==> src/rtl/uart_tx_responder_if.sv <==
// Core memory-bus signals seen by the UART transmitter responder.
// The Core drives the strobes, address and store data; the responder drives load data.
`timescale 1ns/1ps
interface uart_tx_responder_if;
   logic        memory_read;
   logic        memory_write;
   logic [31:0] address;
   logic [31:0] write_data;
   logic [31:0] read_data;

   modport master (
      output memory_read,
      output memory_write,
      output address,
      output write_data,
      input  read_data
   );

   modport slave (
      input  memory_read,
      input  memory_write,
      input  address,
      input  write_data,
      output read_data
   );
endinterface

==> src/rtl/uart_tx_responder.sv <==
// Memory-mapped UART transmitter: TX FIFO, status, programmable bit divisor, 8N1 LSB-first serialiser.
// Optional feature macro UART_TX_PARITY_EN adds an even-parity bit after the data bits.
`timescale 1ns/1ps
module uart_tx_responder #(
   parameter int unsigned CLK_FREQ     = 25_000_000,
   parameter int unsigned BIT_RATE     = 115200,
   parameter logic [31:0] BASE_ADDRESS = 32'h8000_0000,
   parameter int unsigned FIFO_DEPTH   = 8
) (
   input  logic               clk,
   input  logic               reset,
   uart_tx_responder_if.slave bus,
   output logic               tx
);

   localparam int          AW        = (FIFO_DEPTH > 1) ? $clog2(FIFO_DEPTH) : 1;
   localparam int unsigned RAW_DIV   = CLK_FREQ / BIT_RATE;
   localparam logic [15:0] RESET_DIV = (RAW_DIV < 2) ? 16'd2 : 16'(RAW_DIV);

`ifdef UART_TX_PARITY_EN
   typedef enum logic [2:0] {S_IDLE, S_START, S_DATA, S_PARITY, S_STOP} state_t;
   localparam logic PARITY_FLAG = 1'b1;
`else
   typedef enum logic [1:0] {S_IDLE, S_START, S_DATA, S_STOP} state_t;
   localparam logic PARITY_FLAG = 1'b0;
`endif

   logic          w_sel;
   logic [1:0]    w_index;
   logic          w_pushReq;
   logic          w_push;
   logic          w_pop;
   logic          w_full;
   logic          w_empty;
   logic          w_statusRead;
   logic          w_divWrite;
   logic          w_busy;
   logic          w_bitEnd;
   logic          w_startFrame;
   logic          w_txNext;
   logic [15:0]   w_divValue;
   logic [AW:0]   w_count;
   logic [8:0]    w_count9;
   logic [7:0]    w_head;
   logic [31:0]   w_status;
   logic          w_unused;

   logic [7:0]    r_mem [FIFO_DEPTH];
   logic [AW:0]   r_wrPtr;
   logic [AW:0]   r_rdPtr;
   logic          r_overflow;
   logic [15:0]   r_divisor;

   state_t        r_state;
   state_t        w_stateNext;
   logic [15:0]   r_timer;
   logic [15:0]   w_timerNext;
   logic [15:0]   r_activeDiv;
   logic [15:0]   w_activeDivNext;
   logic [2:0]    r_bitCnt;
   logic [2:0]    w_bitCntNext;
   logic [7:0]    r_shift;
   logic [7:0]    w_shiftNext;
   logic          r_tx;
`ifdef UART_TX_PARITY_EN
   logic          r_parity;
   logic          w_parityNext;
`endif

   assign w_sel        = (bus.address[31:4] == BASE_ADDRESS[31:4]);
   assign w_index      = bus.address[3:2];
   assign w_pushReq    = bus.memory_write && w_sel && (w_index == 2'd0);
   assign w_statusRead = bus.memory_read && w_sel && (w_index == 2'd1);
   assign w_divWrite   = bus.memory_write && w_sel && (w_index == 2'd2);
   assign w_divValue   = (bus.write_data[15:0] < 16'd2) ? 16'd2 : bus.write_data[15:0];

   // Pointers carry an extra wrap bit so full and empty are distinguishable.
   assign w_empty  = (r_wrPtr == r_rdPtr);
   assign w_full   = (r_wrPtr[AW] != r_rdPtr[AW]) && (r_wrPtr[AW-1:0] == r_rdPtr[AW-1:0]);
   assign w_count  = r_wrPtr - r_rdPtr;
   assign w_count9 = 9'(w_count);
   assign w_head   = r_mem[r_rdPtr[AW-1:0]];
   assign w_push   = w_pushReq && (!w_full || w_pop);
   assign w_busy   = (r_state != S_IDLE);
   assign w_bitEnd = (r_timer == 16'd0);
   assign tx       = r_tx;

   assign w_unused = ^{bus.address[1:0], bus.write_data[31:16], w_count9[8]};

   assign w_status = {16'h0000, w_count9[7:0], 3'b000, PARITY_FLAG,
                      r_overflow, w_busy, w_full, w_empty};

   always_comb begin
      bus.read_data = 32'h0000_0000;
      if (bus.memory_read && w_sel) begin
         case (w_index)
            2'd1:    bus.read_data = w_status;
            2'd2:    bus.read_data = {16'h0000, r_divisor};
            default: bus.read_data = 32'h0000_0000;
         endcase
      end
   end

   always_ff @(posedge clk) begin
      if (w_push) begin
         r_mem[r_wrPtr[AW-1:0]] <= bus.write_data[7:0];
      end
   end

   // A push into a full FIFO is only an overflow when no pop frees a slot that same edge.
   always_ff @(posedge clk or posedge reset) begin
      if (reset) begin
         r_wrPtr    <= '0;
         r_rdPtr    <= '0;
         r_overflow <= 1'b0;
         r_divisor  <= RESET_DIV;
      end else begin
         if (w_push) begin
            r_wrPtr <= r_wrPtr + {{AW{1'b0}}, 1'b1};
         end
         if (w_pop) begin
            r_rdPtr <= r_rdPtr + {{AW{1'b0}}, 1'b1};
         end
         if (w_pushReq && !w_push) begin
            r_overflow <= 1'b1;
         end else if (w_statusRead) begin
            r_overflow <= 1'b0;
         end
         if (w_divWrite) begin
            r_divisor <= w_divValue;
         end
      end
   end

   always_ff @(posedge clk or posedge reset) begin
      if (reset) begin
         r_state     <= S_IDLE;
         r_timer     <= '0;
         r_activeDiv <= RESET_DIV;
         r_bitCnt    <= '0;
         r_shift     <= '0;
         r_tx        <= 1'b1;
`ifdef UART_TX_PARITY_EN
         r_parity    <= 1'b0;
`endif
      end else begin
         r_state     <= w_stateNext;
         r_timer     <= w_timerNext;
         r_activeDiv <= w_activeDivNext;
         r_bitCnt    <= w_bitCntNext;
         r_shift     <= w_shiftNext;
         r_tx        <= w_txNext;
`ifdef UART_TX_PARITY_EN
         r_parity    <= w_parityNext;
`endif
      end
   end

   // The end of a stop bit may launch the next queued byte directly, so frames abut with no idle gap.
   always_comb begin
      w_stateNext     = r_state;
      w_timerNext     = r_timer;
      w_activeDivNext = r_activeDiv;
      w_bitCntNext    = r_bitCnt;
      w_shiftNext     = r_shift;
      w_startFrame    = 1'b0;
      w_pop           = 1'b0;
      w_txNext        = 1'b1;
`ifdef UART_TX_PARITY_EN
      w_parityNext    = r_parity;
`endif

      if (r_state != S_IDLE) begin
         w_timerNext = w_bitEnd ? (r_activeDiv - 16'd1) : (r_timer - 16'd1);
      end

      case (r_state)
         S_IDLE: begin
            w_startFrame = !w_empty;
         end
         S_START: begin
            if (w_bitEnd) begin
               w_stateNext  = S_DATA;
               w_bitCntNext = 3'd0;
            end
         end
         S_DATA: begin
            if (w_bitEnd) begin
               if (r_bitCnt == 3'd7) begin
`ifdef UART_TX_PARITY_EN
                  w_stateNext = S_PARITY;
`else
                  w_stateNext = S_STOP;
`endif
               end else begin
                  w_bitCntNext = r_bitCnt + 3'd1;
                  w_shiftNext  = {1'b0, r_shift[7:1]};
               end
            end
         end
`ifdef UART_TX_PARITY_EN
         S_PARITY: begin
            if (w_bitEnd) begin
               w_stateNext = S_STOP;
            end
         end
`endif
         S_STOP: begin
            if (w_bitEnd) begin
               w_stateNext  = S_IDLE;
               w_startFrame = !w_empty;
            end
         end
         default: begin
            w_stateNext = S_IDLE;
         end
      endcase

      if (w_startFrame) begin
         w_pop           = 1'b1;
         w_stateNext     = S_START;
         w_shiftNext     = w_head;
         w_activeDivNext = r_divisor;
         w_timerNext     = r_divisor - 16'd1;
`ifdef UART_TX_PARITY_EN
         w_parityNext    = ^w_head;
`endif
      end

      case (w_stateNext)
         S_START:  w_txNext = 1'b0;
         S_DATA:   w_txNext = w_shiftNext[0];
`ifdef UART_TX_PARITY_EN
         S_PARITY: w_txNext = w_parityNext;
`endif
         default:  w_txNext = 1'b1;
      endcase
   end

endmodule

==> src/flat_wrapper.sv <==
// flat-port wrapper written by rule: the top's interface ports become plain ports
module uart_tx_responder_flat 
#(
   parameter int unsigned CLK_FREQ     = 25_000_000,
   parameter int unsigned BIT_RATE     = 115200,
   parameter logic [31:0] BASE_ADDRESS = 32'h8000_0000,
   parameter int unsigned FIFO_DEPTH   = 8
)
  (clk, reset, tx, bus_memory_read, bus_memory_write, bus_address, bus_write_data, bus_read_data);
  uart_tx_responder_if bus_i ();
  input  logic clk;
  input  logic reset;
  output logic tx;
  input wire logic [$bits(bus_i.memory_read)-1:0] bus_memory_read;
  input wire logic [$bits(bus_i.memory_write)-1:0] bus_memory_write;
  input wire logic [$bits(bus_i.address)-1:0] bus_address;
  input wire logic [$bits(bus_i.write_data)-1:0] bus_write_data;
  output wire logic [$bits(bus_i.read_data)-1:0] bus_read_data;
  assign bus_i.memory_read = bus_memory_read;
  assign bus_i.memory_write = bus_memory_write;
  assign bus_i.address = bus_address;
  assign bus_i.write_data = bus_write_data;
  assign bus_read_data = bus_i.read_data;
  uart_tx_responder #(.CLK_FREQ(CLK_FREQ), .BIT_RATE(BIT_RATE), .BASE_ADDRESS(BASE_ADDRESS), .FIFO_DEPTH(FIFO_DEPTH)) u_core (.clk(clk), .reset(reset), .bus(bus_i), .tx(tx));
endmodule
==> config.mk <==
export PLATFORM = sky130hd
export DESIGN_NAME = uart_tx_responder_flat
export DESIGN_NICKNAME = d
export VERILOG_FILES = /design/src/rtl/uart_tx_responder_if.sv /design/src/rtl/uart_tx_responder.sv /design/src/flat_wrapper.sv
export SDC_FILE = /design/constraint.sdc
export NUM_CORES = 1
export LEC_CHECK = 0
export CAP_MARGIN = 20
export CELL_PAD_IN_SITES_DETAIL_PLACEMENT = 0
export CELL_PAD_IN_SITES_GLOBAL_PLACEMENT = 1
export CORE_MARGIN = 3
export CORE_UTILIZATION = 47
export CTS_BUF_LIST = sky130_fd_sc_hd__clkbuf_4 sky130_fd_sc_hd__clkbuf_8 sky130_fd_sc_hd__clkbuf_16
export CTS_CLUSTER_SIZE = 14
export DETAILED_ROUTE_END_ITERATION = 6
export GPL_TIMING_DRIVEN = 0
export HOLD_SLACK_MARGIN = 0.05
export PLACE_DENSITY = 0.89
export SLEW_MARGIN = 10
export SYNTH_ARGS = -nofsm -noshare
export SYNTH_HDL_FRONTEND = slang
export SYNTH_SLANG_ARGS = --single-unit
==> constraint.sdc <==
create_clock -name clk -period 7.55 [get_ports clk]
set_clock_uncertainty 0.15 [all_clocks]
set_input_delay 1.8875 -clock clk [delete_from_list [all_inputs] [get_ports clk]]
set_output_delay 1.8875 -clock clk [all_outputs]
set_load 0.01 [all_outputs]
Yosys cells after proc, flatten, opt, wreduce, memory -nomap -nowiden
Memories as Yosys holds them, arrays and structs flattened.
Index checks and enable logic that the tools add are counted.
{"block": "totals", "ram_bits": 64, "input_bits": 68, "memories": 1, "reg_bits": 71}
{"block": "op_classes", "magnitude_cmp": 1, "reduce_logical": 23, "n_addsub": 7, "n_mux": 28, "eq_ne": 16}
{"memory": "u_core.r_mem", "words": 8, "word_bits": 8, "read_ports": 1, "rd_clocked_by_memory_dff": 0, "write_ports": 1, "line": "uart_tx_responder.sv:48", "rtl": "logic [7:0] r_mem [FIFO_DEPTH];"}
{"op": "$mux 16", "count": 4}
{"op": "$sub 16x1->16 const B", "count": 3}
{"op": "$mux 32", "count": 1}
{"op": "$mux 8", "count": 4}
{"op": "$pmux 16 s2", "count": 1}
{"op": "$eq 28x28->1 const B", "count": 1}
{"op": "$logic_not 16->1", "count": 1}
{"op": "$lt 16x2->1 const B", "count": 1}
{"op": "$reduce_bool 2->1", "count": 6}
{"op": "$mux 2", "count": 5}
{"op": "$mux 3", "count": 3}
{"op": "$add 4x1->4 const B", "count": 2}
{"op": "$eq 2x2->1 const B", "count": 4}
{"op": "$logic_and 1x1->1", "count": 8}
{"op": "$eq 2x1->1 const B", "count": 3}
{"op": "$mux 1", "count": 6}
{"op": "$ne 2x1->1 const B", "count": 3}
{"op": "$pmux 2 s3", "count": 1}
{"op": "$pmux 3 s2", "count": 1}
{"op": "$eq 4x4->1", "count": 1}
{"op": "$logic_not 2->1", "count": 2}
{"op": "$pmux 1 s2", "count": 2}
{"op": "$reduce_and 4->1", "count": 1}
{"op": "$sub 4x4->4", "count": 1}
{"op": "8 further kinds", "count": 10}

Depth between registers and ports, before layout
{"block": "depth", "ltp_word": 10, "depth_mapped": 15, "depth_no_buf": 11}

Least setup slack after synthesis
OpenSTA, ideal clock, no wires.
{"block": "synth_path", "kind": "input -> output", "start": "input port bus_address[13]", "end": "output port bus_read_data[0]", "path_slack_ns": 2.385, "arrival_time_ns": 3.127, "path_stages": 7, "path_buffers": 1, "path_cell_list": "nor4b_1 > nand4_1 > nor2_1 > and2_1 > clkbuf_1 > nand2_1 > nor2_1"}
{"block": "synth_between", "elab_chain_len": 3}
{"item": "start, declared", "line": "flat_wrapper.sv:16", "rtl": "input wire logic [$bits(bus_i.address)-1:0] bus_address;"}
{"item": "$eq 28x28->1", "line": "uart_tx_responder.sv:70", "rtl": "assign w_sel = (bus.address[31:4] == BASE_ADDRESS[31:4]);"}
{"item": "$logic_and 1x1->1", "line": "uart_tx_responder.sv:95", "rtl": "if (bus.memory_read && w_sel) begin"}
{"item": "$mux 32", "line": "uart_tx_responder.sv:95"}
{"item": "end, declared", "line": "flat_wrapper.sv:18", "rtl": "output wire logic [$bits(bus_i.read_data)-1:0] bus_read_data;"}
No other way between the ends.

Worst setup path after layout
{"block": "layout_path", "start": "input port bus_address[5]", "end": "output port bus_read_data[3]"}
The elaborated chain is that of the path after synthesis.

==> out/qor.yml <==
die:
  pin_count: 101
  fp.dieW_um: 126
  rows: 43
  die-area_sq_um: 15800
  initial_core_util_pct: 48.2
  dieHeight_um: 126
  coreArea_sq_um: 14000
critical_path:
  r2r_slack_ps: 1860
  crit_path_start: "bus_address[5]"
  cp-end-kind: "output port"
  cp_cell_sequence: "clkdlybuf4s50_1 > nor4_1 > nand4_1 > nor2_1 > and2_1 > clkbuf_1 > nand2_1 > nor2_1 > clkdlybuf4s50_1"
  cp_slowest_cell: "clkdlybuf4s50_1"
  reg2regPathDepth: 15
  r2r-start: "u_core.r_rdPtr[1]$_DFFE_PP0P_"
  cp.arrival_ps: 4400
  max_stage_delay_ps: 570
  crit_fanout: 10
  path_class: "input pin to output port"
  endpoint: "bus_read_data[3]"
  r2r_end: "u_core.r_timer[10]$_DFFE_PP0P_"
  cp-start-kind: "input pin"
  crit_required_ps: 5510
power_and_ir_drop:
  vdd_drop_max_mv: 0.167
  power.leakage_nw: 3.44
  p_int_mw: 1.28
  power_density_nw_per_um2: 200
  combPwrFrac_pct: 4.7
  p_total_mw: 1.67
  clock_power_share_pct: 48.2
  p_sw_mw: 0.384
  p_seq_share_pct: 47.0
  switching_share_pct: 23.0
synthesis:
  synth_cell_types: 61
  ys_warn_count: 0
  syn-cell-area_sq_um: 6750
  synth-compound-area-share_pct: 10.5
  synth_seq_cells: 135
  async_reset_ff_share_pct: 52.6
  syn_area_per_cell_sq_um: 11.6
  synth_xor_area_share_pct: 1.82
  yosys.area_share.simple_pct: 14.4
  synth_adder_area_share_pct: 3.26
  synth-edff-count: 64
  synthCells: 583
  muxShareOfSynthArea_pct: 10.5
  synthFlopType: "edfxtp_1"
  synth_top_family_by_area: "simple AND/OR/NAND/NOR gates"
  ys_seq_area_share_pct: 55.0
clock_tree:
  cts_inserted_buffers: 17
  cts_tree: "yes"
  ctsHoldBuffers: 0
  post_cts_resized: 0
  path_clk_slew_ps: 60
  htreeDepth: 4
  cts_root_buf: "clkbuf_16"
  cts_setup_buffers: 0
  clock_sinks: 135
  clk_latency_ps: 430
  cts_buffer_depth: 2
grt:
  grt_max_degree: 46
  grt_usage_pct: 22.1
  grt_pass1_wl_um: 27300
  overflow: 0
  grt_pass1_vias: 5034
  antenna_found_initial: 0
worst_hold_path:
  hp-class: "register to register"
  hold_start: "u_core.r_activeDiv[7]$_DFFE_PP1P_"
layout:
  final_nets: 775
  drive_above_1_share_pct: 17.1
  final_cell_mix: "nand2_1 (84), clkdlybuf4s50_1 (66), edfxtp_1 (64)"
  fillCellCount: 1138
  syn_to_final_growth_pct: 23.4
  final_common_cell: "nand2_1"
  diodes: 0
  multiInputGateArea_sq_um: 2800
  seq_area_sq_um: 3710
  fin_cells: 883
  final_area_sq_um: 8330
timing:
  drv_slew: 0
  fmax_mhz: 155
  period_needed_ps: 6440
  setup_violations: 0
  finalHoldViolCount: 0
  setup_tns_ps: 0
  rsz0062_at_grt: "no"
  slew_headroom_pct: 43.7
  tightest_slew_ps: 838
  finalCritPeriodShare_pct: 85.3
place:
  port_buffers: 66
  dp_hpwl_um: 11900
  dp_cells: 851
  dpl_cell_area_sq_um: 7760
  place_congestion: 0.873
detailed_routing:
  num_vias: 5002
  avgViaCountPerCell: 5.66
  first_iter_violations: 442
  detail-route-antenna-nets: 0
  dr.pass1.iters: 6
  wl_per_cell_um: 18.9
  drcViolationCount: 0
  routed_wl_um: 16700
run_status:
  outcome: "complete, no violations"
flow_run:
  max_cap_violations: 0
layout make-up:
type,instances,area share [%]
clock buffer,18,5.20
inverter,20,0.931
sequential,135,44.6
timing repair buffer,73,8.71
clock inverter,14,1.64
buffer,40,2.63
tap,180,2.70
multi-input combinational,403,33.6
critical path, delay by kind of cell:
| family | cells | cell delay (ps) |
|---|---|---|
| AND/OR/NAND/NOR | 6 | 1210 |
| buffers and inverters | 3 | 1300 |
state kept, by name, summed over array words and instances, names as in the netlist:
| name | count |
|---|---|
| u_core.r_activeDiv | 16 |
| u_core.r_bitCnt | 3 |
| u_core.r_divisor | 16 |
| u_core.r_mem | 64 |
| u_core.r_overflow | 1 |
| u_core.r_rdPtr | 4 |
| u_core.r_shift | 8 |
| u_core.r_state | 2 |
| u_core.r_timer | 16 |
| u_core.r_wrPtr | 4 |
| u_core.tx | 1 |
synthesized netlist by cell type (9+ instances only):
library cell  number  area share [%]
nand2_1           84             4.7
edfxtp_1          64              28
dfrtp_1           60              22
nor2_1            36             2.0
o21ai_0           31             2.3
a21oi_1           25             1.9
clkbuf_1          22             1.2
inv_1             19             1.1
and3_1            18             1.7
buf_4             16             1.8
ha_1              16             3.0
mux2_2            16             2.7
mux4_2            16             5.3
nor3_1            14             1.0
dfstp_2           11             4.3
mux2i_1           11             1.6
a31oi_1           10            0.93
nor4_1            10            0.93
xnor2_1           10             1.3
a22oi_1            9             1.0
cells by family (layout without fill, tap and decap cells):
kind of cell | Yosys count | after routing
other | 1 | 16
AOI/OAI and AO/OA | 110 | 110
adders and majority gates | 17 | 17
xor gates and xnor gates | 14 | 14
DFF | 135 | 135
muxes | 46 | 46
and+or+nand+nor | 200 | 200
buffers and inverters | 60 | 165
worst min-delay path by stage:
| stage | endpoint | cells past startpoint |
|---|---|---|
| 2_1_floorplan | u_core.r_activeDiv[4]$_DFFE_PP1P_ | 2 |
| 3_3_place_gp | u_core.r_activeDiv[3]$_DFFE_PP1P_ | 2 |
| 3_5_place_dp | u_core.r_activeDiv[7]$_DFFE_PP1P_ | 2 |
| 4_1_cts | u_core.r_activeDiv[3]$_DFFE_PP1P_ | 2 |
| 5_1_grt | u_core.r_activeDiv[7]$_DFFE_PP1P_ | 2 |
| 6_report | u_core.r_activeDiv[7]$_DFFE_PP1P_ | 2 |
layer usage:
| layer | track usage (%) | share of wire, % | up-vias |
|---|---|---|---|
| li1 | - | - | 2320 |
| met1 | 29.9 | 43 | 2446 |
| met2 | 35.5 | 48 | 204 |
| met3 | 4.54 | 7.1 | 32 |
| met4 | 8.39 | 2.2 | 0 |
| met5 | 0 | 0 | - |
power by group through the flow:
stage	clock, mW	combinational, mW	sequential (mW)
after floorplan	0	0.0374	0.797
after global placement	0	0.0745	0.797
after detailed placement	0	0.0790	0.798
after CTS	0.808	0.0794	0.784
after global routing	0.842	0.0873	0.784
final	0.804	0.0791	0.784
through the flow:
| step | utilization (%) | setup slack, ps | hold WS [ps] |
|---|---|---|---|
| floorplan | - | 2390 | 289 |
| global placement | 55.0 | 1090 | 300 |
| detailed placement | 55.5 | 1070 | 304 |
| CTS | 59.5 | 1070 | 313 |
| global route | 59.5 | 839 | 329 |
| finish | 59.5 | 1110 | 314 |
Power figures use the tool's default switching activity.
